==> src/rtl/blockade_input_cond.sv <==
// Input conditioning for the blockade core: synchronises raw joystick and
// coin bits, debounces them on a slow tick, removes opposing directions and
// presents frame-synchronous active-low bytes to the core's in1/in2 ports.
// Coin presses become a frame-timed pulse followed by a holdoff window.
module blockade_input_cond #(
    parameter int DEBOUNCE_DIV        = 1024,
    parameter int DEBOUNCE_CNT        = 3,
    parameter int COIN_PULSE_FRAMES   = 3,
    parameter int COIN_HOLDOFF_FRAMES = 8,
    parameter int SOCD_CLEAN          = 1
) (
    input  logic       clk,
    input  logic       reset_n,
    input  logic [3:0] p1_dir,
    input  logic [3:0] p2_dir,
    input  logic       coin_btn,
    input  logic       vblank,
    output logic [7:0] in1,
    output logic [7:0] in2,
    output logic       coin_active
);

    localparam int PRESC_W   = $clog2(DEBOUNCE_DIV);
    localparam int FRAME_MAX = (COIN_PULSE_FRAMES > COIN_HOLDOFF_FRAMES) ?
                               COIN_PULSE_FRAMES : COIN_HOLDOFF_FRAMES;
    localparam int FRAME_W   = $clog2(FRAME_MAX + 1);

    localparam logic [PRESC_W-1:0] PRESC_LAST     = PRESC_W'(DEBOUNCE_DIV - 1);
    localparam logic [2:0]         DB_TARGET      = 3'(DEBOUNCE_CNT);
    localparam logic [FRAME_W-1:0] PULSE_TARGET   = FRAME_W'(COIN_PULSE_FRAMES);
    localparam logic [FRAME_W-1:0] HOLDOFF_TARGET = FRAME_W'(COIN_HOLDOFF_FRAMES);

    typedef enum logic [1:0] {
        IDLE,
        PULSE,
        HOLDOFF,
        WAIT_REL
    } coinState_t;

    // Bit layout used everywhere inside: {coin, p2[3:0], p1[3:0]}
    logic [8:0]       rawBits;
    logic [8:0]       sync1_q;
    logic [8:0]       sync2_q;

    logic [PRESC_W-1:0] presc_q;
    logic [PRESC_W-1:0] presc_d;
    logic               debounceTick;

    logic [8:0]       level_q;
    logic [8:0]       level_d;
    logic [8:0][2:0]  cnt_q;
    logic [8:0][2:0]  cnt_d;

    logic             vblank_q;
    logic             frameTick;

    logic [3:0]       p1Clean;
    logic [3:0]       p2Clean;
    logic             coinDb;
    logic             coinDbPrev_q;
    logic             coinRise;

    logic [7:0]       in2_q;
    logic [7:0]       in2_d;

    coinState_t         state_q;
    coinState_t         state_d;
    logic [FRAME_W-1:0] frameCnt_q;
    logic [FRAME_W-1:0] frameCnt_d;
    logic [FRAME_W-1:0] frameInc;
    logic               coinActive_q;
    logic               coinActive_d;

    assign rawBits = {coin_btn, p2_dir, p1_dir};

    // Two-flop synchroniser for every asynchronous raw input bit
    always_ff @(posedge clk or negedge reset_n) begin
        if (!reset_n) begin
            sync1_q <= '0;
            sync2_q <= '0;
        end else begin
            sync1_q <= rawBits;
            sync2_q <= sync1_q;
        end
    end

    assign debounceTick = (presc_q == PRESC_LAST);

    // Free-running prescaler that wraps after its last count
    always_comb begin
        presc_d = debounceTick ? '0 : presc_q + 1'b1;
    end

    // Prescaler register
    always_ff @(posedge clk or negedge reset_n) begin
        if (!reset_n) begin
            presc_q <= '0;
        end else begin
            presc_q <= presc_d;
        end
    end

    // Per-bit debounce: a new level is accepted only after enough consecutive differing samples
    always_comb begin
        level_d = level_q;
        cnt_d   = cnt_q;
        if (debounceTick) begin
            for (int i = 0; i < 9; i++) begin
                if (sync2_q[i] == level_q[i]) begin
                    cnt_d[i] = '0;
                end else if ((cnt_q[i] + 3'd1) == DB_TARGET) begin
                    level_d[i] = ~level_q[i];
                    cnt_d[i]   = '0;
                end else begin
                    cnt_d[i] = cnt_q[i] + 3'd1;
                end
            end
        end
    end

    // Debounced levels and their stability counters
    always_ff @(posedge clk or negedge reset_n) begin
        if (!reset_n) begin
            level_q <= '0;
            cnt_q   <= '0;
        end else begin
            level_q <= level_d;
            cnt_q   <= cnt_d;
        end
    end

    // vblank history starts high so a vblank already active at reset release is not a new frame
    always_ff @(posedge clk or negedge reset_n) begin
        if (!reset_n) begin
            vblank_q <= 1'b1;
        end else begin
            vblank_q <= vblank;
        end
    end

    assign frameTick = vblank & ~vblank_q;

    // Opposing directions on one stick cancel each other out
    function automatic logic [3:0] socdFilter(input logic [3:0] dir);
        logic [3:0] res;
        res = dir;
        if (SOCD_CLEAN != 0) begin
            if (dir[3] && dir[1]) begin
                res[3] = 1'b0;
                res[1] = 1'b0;
            end
            if (dir[2] && dir[0]) begin
                res[2] = 1'b0;
                res[0] = 1'b0;
            end
        end
        return res;
    endfunction

    assign p1Clean = socdFilter(level_q[3:0]);
    assign p2Clean = socdFilter(level_q[7:4]);
    assign coinDb  = level_q[8];

    // Joystick byte only changes at the start of vblank so the core sees a stable frame
    always_comb begin
        in2_d = frameTick ? ~{p2Clean, p1Clean} : in2_q;
    end

    // Joystick output register and debounced coin history for edge detection
    always_ff @(posedge clk or negedge reset_n) begin
        if (!reset_n) begin
            in2_q        <= 8'hFF;
            coinDbPrev_q <= 1'b0;
        end else begin
            in2_q        <= in2_d;
            coinDbPrev_q <= coinDb;
        end
    end

    assign coinRise = coinDb & ~coinDbPrev_q;
    assign frameInc = frameCnt_q + 1'b1;

    // Coin FSM state register
    always_ff @(posedge clk or negedge reset_n) begin
        if (!reset_n) begin
            state_q      <= IDLE;
            frameCnt_q   <= '0;
            coinActive_q <= 1'b0;
        end else begin
            state_q      <= state_d;
            frameCnt_q   <= frameCnt_d;
            coinActive_q <= coinActive_d;
        end
    end

    // Coin FSM next state: a press starts the pulse, frames time the pulse and holdoff
    always_comb begin
        state_d    = state_q;
        frameCnt_d = frameCnt_q;
        case (state_q)
            IDLE: begin
                if (coinRise) begin
                    state_d    = PULSE;
                    frameCnt_d = '0;
                end
            end
            PULSE: begin
                if (frameTick) begin
                    if (frameInc == PULSE_TARGET) begin
                        frameCnt_d = '0;
                        if (COIN_HOLDOFF_FRAMES > 0) begin
                            state_d = HOLDOFF;
                        end else begin
                            state_d = WAIT_REL;
                        end
                    end else begin
                        frameCnt_d = frameInc;
                    end
                end
            end
            HOLDOFF: begin
                if (frameTick) begin
                    if (frameInc == HOLDOFF_TARGET) begin
                        state_d    = WAIT_REL;
                        frameCnt_d = '0;
                    end else begin
                        frameCnt_d = frameInc;
                    end
                end
            end
            WAIT_REL: begin
                if (!coinDb) begin
                    state_d = IDLE;
                end
            end
            default: begin
                state_d    = IDLE;
                frameCnt_d = '0;
            end
        endcase
    end

    // Coin FSM output: the pulse flag is registered alongside the state
    always_comb begin
        coinActive_d = (state_d == PULSE);
    end

    assign coin_active = coinActive_q;
    assign in1         = {~coinActive_q, 7'h7F};
    assign in2         = in2_q;

endmodule

==> config.mk <==
export PLATFORM = sky130hd
export DESIGN_NAME = blockade_input_cond
export DESIGN_NICKNAME = d
export VERILOG_FILES = /design/src/rtl/blockade_input_cond.sv
export SDC_FILE = /design/constraint.sdc
export NUM_CORES = 1
export LEC_CHECK = 0
export BUFFER_PORTS_ARGS = -buffer_cell sky130_fd_sc_hd__buf_2
export CAP_MARGIN = 20
export CORE_MARGIN = 2
export CORE_UTILIZATION = 48
export CTS_BUF_LIST = sky130_fd_sc_hd__clkbuf_2
export DETAILED_ROUTE_END_ITERATION = 8
export PLACE_DENSITY_LB_ADDON = 0.08
export SYNTH_ARGS = -nofsm -noshare
export SYNTH_HDL_FRONTEND = slang
export SYNTH_SLANG_ARGS = --single-unit
==> constraint.sdc <==
create_clock -name clk -period 3.63 [get_ports clk]
set_clock_uncertainty 0.05 [all_clocks]
set_input_delay 0.726 -clock clk [delete_from_list [all_inputs] [get_ports clk]]
set_output_delay 0.726 -clock clk [all_outputs]
set_load 0.01 [all_outputs]
==> out/qor.txt <==
Status: finished, final reports clean
DP HPWL: 4200 µm
IO Pins: 29
Post-CTS Repair Setup Buffers: 0
Area delta synth->final: 9.01%
Width of the die: 94.5 µm
H-tree depth: 3
Gpl congestion: 0.751
Pin count of the biggest net entering global routing: 82
Final max-slew violation count: 0
Total core area: 0.00809 mm²
Via count: 2,492
Share of layout cells above drive strength 1: 0.183
Biggest area consumer among synthesized cells: dfrtp_1
RSZ-0062 raised after global routing: no
Final period utilization: 0.659
Most common library cells after synthesis: 72 x dfrtp_1, 42 x nand2_1, 27 x ha_1
Clock transition at path regs: 0.23 ns
Filler instances: 764
Post-layout min period: 2.39 ns
GRT Total Usage: 0.154
CP Class: reg2reg
Std cell rows: 33
Num CTS Buffers: 9
CTS tree: built
Lkg Pwr: 2.05 nW
Avg Inst Size Synth: 11.1 µm²
Max frequency: 0.418 GHz
Slew headroom: 0.505
Wire per inst: 12.7 µm
Crit path DAT: 2.78 ns
Netlist cell types: 47
Longest Clk Path Bufs: 2
ANT nets after route: 0
# hold bufs at CTS: 0
Critical path endpoint category: register
Drt total wl: 6250 µm
Synthesized area: 0.00393 mm²
Synth warn: 0
Avg Vias per Cell: 5.05
Total area of multi-input combinational cells: 0.00174 mm²
Grt ovf: 0
Critical Path Fanout Max: 49
Critical path launch point type: register
Yosys reg bits: 81
CTS resizes: 0
WHS Path Cells: 1
Final setup viols: 0
Register-to-Register Path Depth: 6
PortBufs: 21
Placed cell count: 475
Root buf cell: clkbuf_2
Final WS setup: 1.24 ns
Full die area: 0.00893 mm²
Die Ht: 94.5 µm
Top-count cell post-synth: dfrtp_1
DRC: 0
Drt first pass iters: 4
Area contributors post-synth: dfrtp_1 46%, ha_1 8.6%, dfstp_2 6.0%, nand2_1 4.0%, xnor2_1 3.1%
Worst Tran Pin Value: 0.741 ns
Peak VDD IR: 0.171 mV
Critical Path RT: 4.02 ns
Share of the synthesized area in the top cell type: 0.458
Max Cap Viol: 0
Starting DRC count in detailed routing: 97
Finished Layout Cells: 493
Number of flops mapped to enable cells by yosys: 0
Setup TNS: 0 ns
First-pass GRT wire length: 10,600 µm
Final core utilization: 0.530
Asr flop ratio synth: 1.00
Min-Delay Path Class: in2reg
Dominant synthesized flop cell: dfrtp_1
Ant diodes: 0
Post-synthesis sequential area ratio: 0.518
Clk_lat worst skew: 0.51 ns
Vias in the first global route: 2,337
TritonCTS Sinks: 81
Hold Fails Final Rpt: 0
Syn Inst Count: 355
Power Density: 356 mW/mm²
Initial core utilization: 0.486
DP Worst Slack: 1.26 ns
Total Nets Final: 422
Total area of sequential cells: 0.00204 mm²
Initial antenna violation count: 0
report_power, final:
part / switching (W) / internal [W] / total, W
Sequential: 0.00000719 / 0.000924 / 0.000931
Clock: 0.000307 / 0.000226 / 0.000533
Combinational: 0.0000400 / 0.0000191 / 0.0000591
Total: 0.000355 / 0.00117 / 0.00152
final cells by class:
class,instances,share of cell area
clock inverter,6,0.0193
timing repair buffer,25,0.0374
tap,105,0.0307
inverter,22,0.0193
clock buffer,10,0.0117
sequential,81,0.476
multi-input combinational,244,0.406
path summary, 6_finish.rpt:
| kind | endpoint | slack [ns] | from |
|---|---|---|---|
| setup / recovery | cnt_q[2]$_DFFE_PN0N_ | 1.24 | presc_q[0]$_DFF_PN0_ |
| hold / removal | vblank_q$_DFF_PN1_ | 0.24 | vblank |
| setup reg to reg | cnt_q[2]$_DFFE_PN0N_ | 1.24 | presc_q[0]$_DFF_PN0_ |
| hold reg to reg | sync2_q[7]$_DFF_PN0_ | 0.32 | sync1_q[7]$_DFF_PN0_ |
| max in group asynchronous | in2[1]$_DFFE_PN1P_ | 2.38 | reset_n |
| min in group asynchronous | frameCnt_q[0]$_DFFE_PN0P_ | 0.53 | reset_n |
flip-flops by register name, indices dropped and copies added, names as in the netlist:
| register | count |
|---|---|
| presc_q | 10 |
| cnt_q | 27 |
| coin_active | 1 |
| vblank_q | 1 |
| sync1_q | 9 |
| sync2_q | 9 |
| coinDbPrev_q | 1 |
| in2 | 8 |
| level_q | 9 |
| state_q | 2 |
| frameCnt_q | 4 |
logic make-up (layout without fill, tap and decap cells):
kind of cell | Yosys count | in the layout | share of synthesized area
buf+inv | 36 | 63 | 0.0446
compound gates | 67 | 67 | 0.124
flops | 81 | 81 | 0.518
simple gates | 114 | 114 | 0.156
other cells | 1 | 7 | 0.000954
mux | 8 | 8 | 0.0229
xor+xnor | 21 | 21 | 0.0468
fa+ha+maj | 27 | 27 | 0.0859
metrics by stage:
step | power [W] | hold slack, ns | area, µm²
6_report | 0.00152 | 0.244 | 4290
5_1_grt | 0.00159 | 0.170 | 4290
4_1_cts | 0.00155 | 0.191 | 4250
3_5_place_dp | 0.00100 | 0.285 | 4120
3_3_place_gp | 0.00100 | 0.283 | 4120
2_1_floorplan | 0.000974 | 0.281 | 3950
layout by cell type, fill, tap and decap left out, drive strengths merged, types with 5 or more instances in the layout:
| cell | instances |
|---|---|
| nand2b | 13 |
| o21ai | 23 |
| nor4b | 5 |
| a21o | 10 |
| xor2 | 7 |
| buf | 24 |
| ha | 27 |
| or3 | 5 |
| nor2 | 18 |
| dfstp | 9 |
| dfrtp | 72 |
| o31ai | 9 |
| conb | 7 |
| inv | 22 |
| nand2 | 42 |
| clkbuf | 10 |
| nand3 | 13 |
| a31oi | 5 |
| mux2 | 8 |
| xnor2 | 14 |
routing by layer:
| layer | part of all wire | global-route usage | routed length [µm] |
|---|---|---|---|
| met2 | 0.47 | 0.242 | 2940 |
| met3 | 0.024 | 0.0431 | 152 |
| met1 | 0.49 | 0.206 | 3080 |
| met4 | 0.012 | 0.0507 | 76 |
| met5 | 0 | 0 | 0 |
worst max-delay path: stages (launching register included):
cell	delay, ns
dfrtp_1	0.44
ha_1	0.25
and4_4	0.27
nand4_4	0.59
buf_4	0.42
o21ai_0	0.17
a22o_1	0.14
Power figures use the tool's default switching activity.
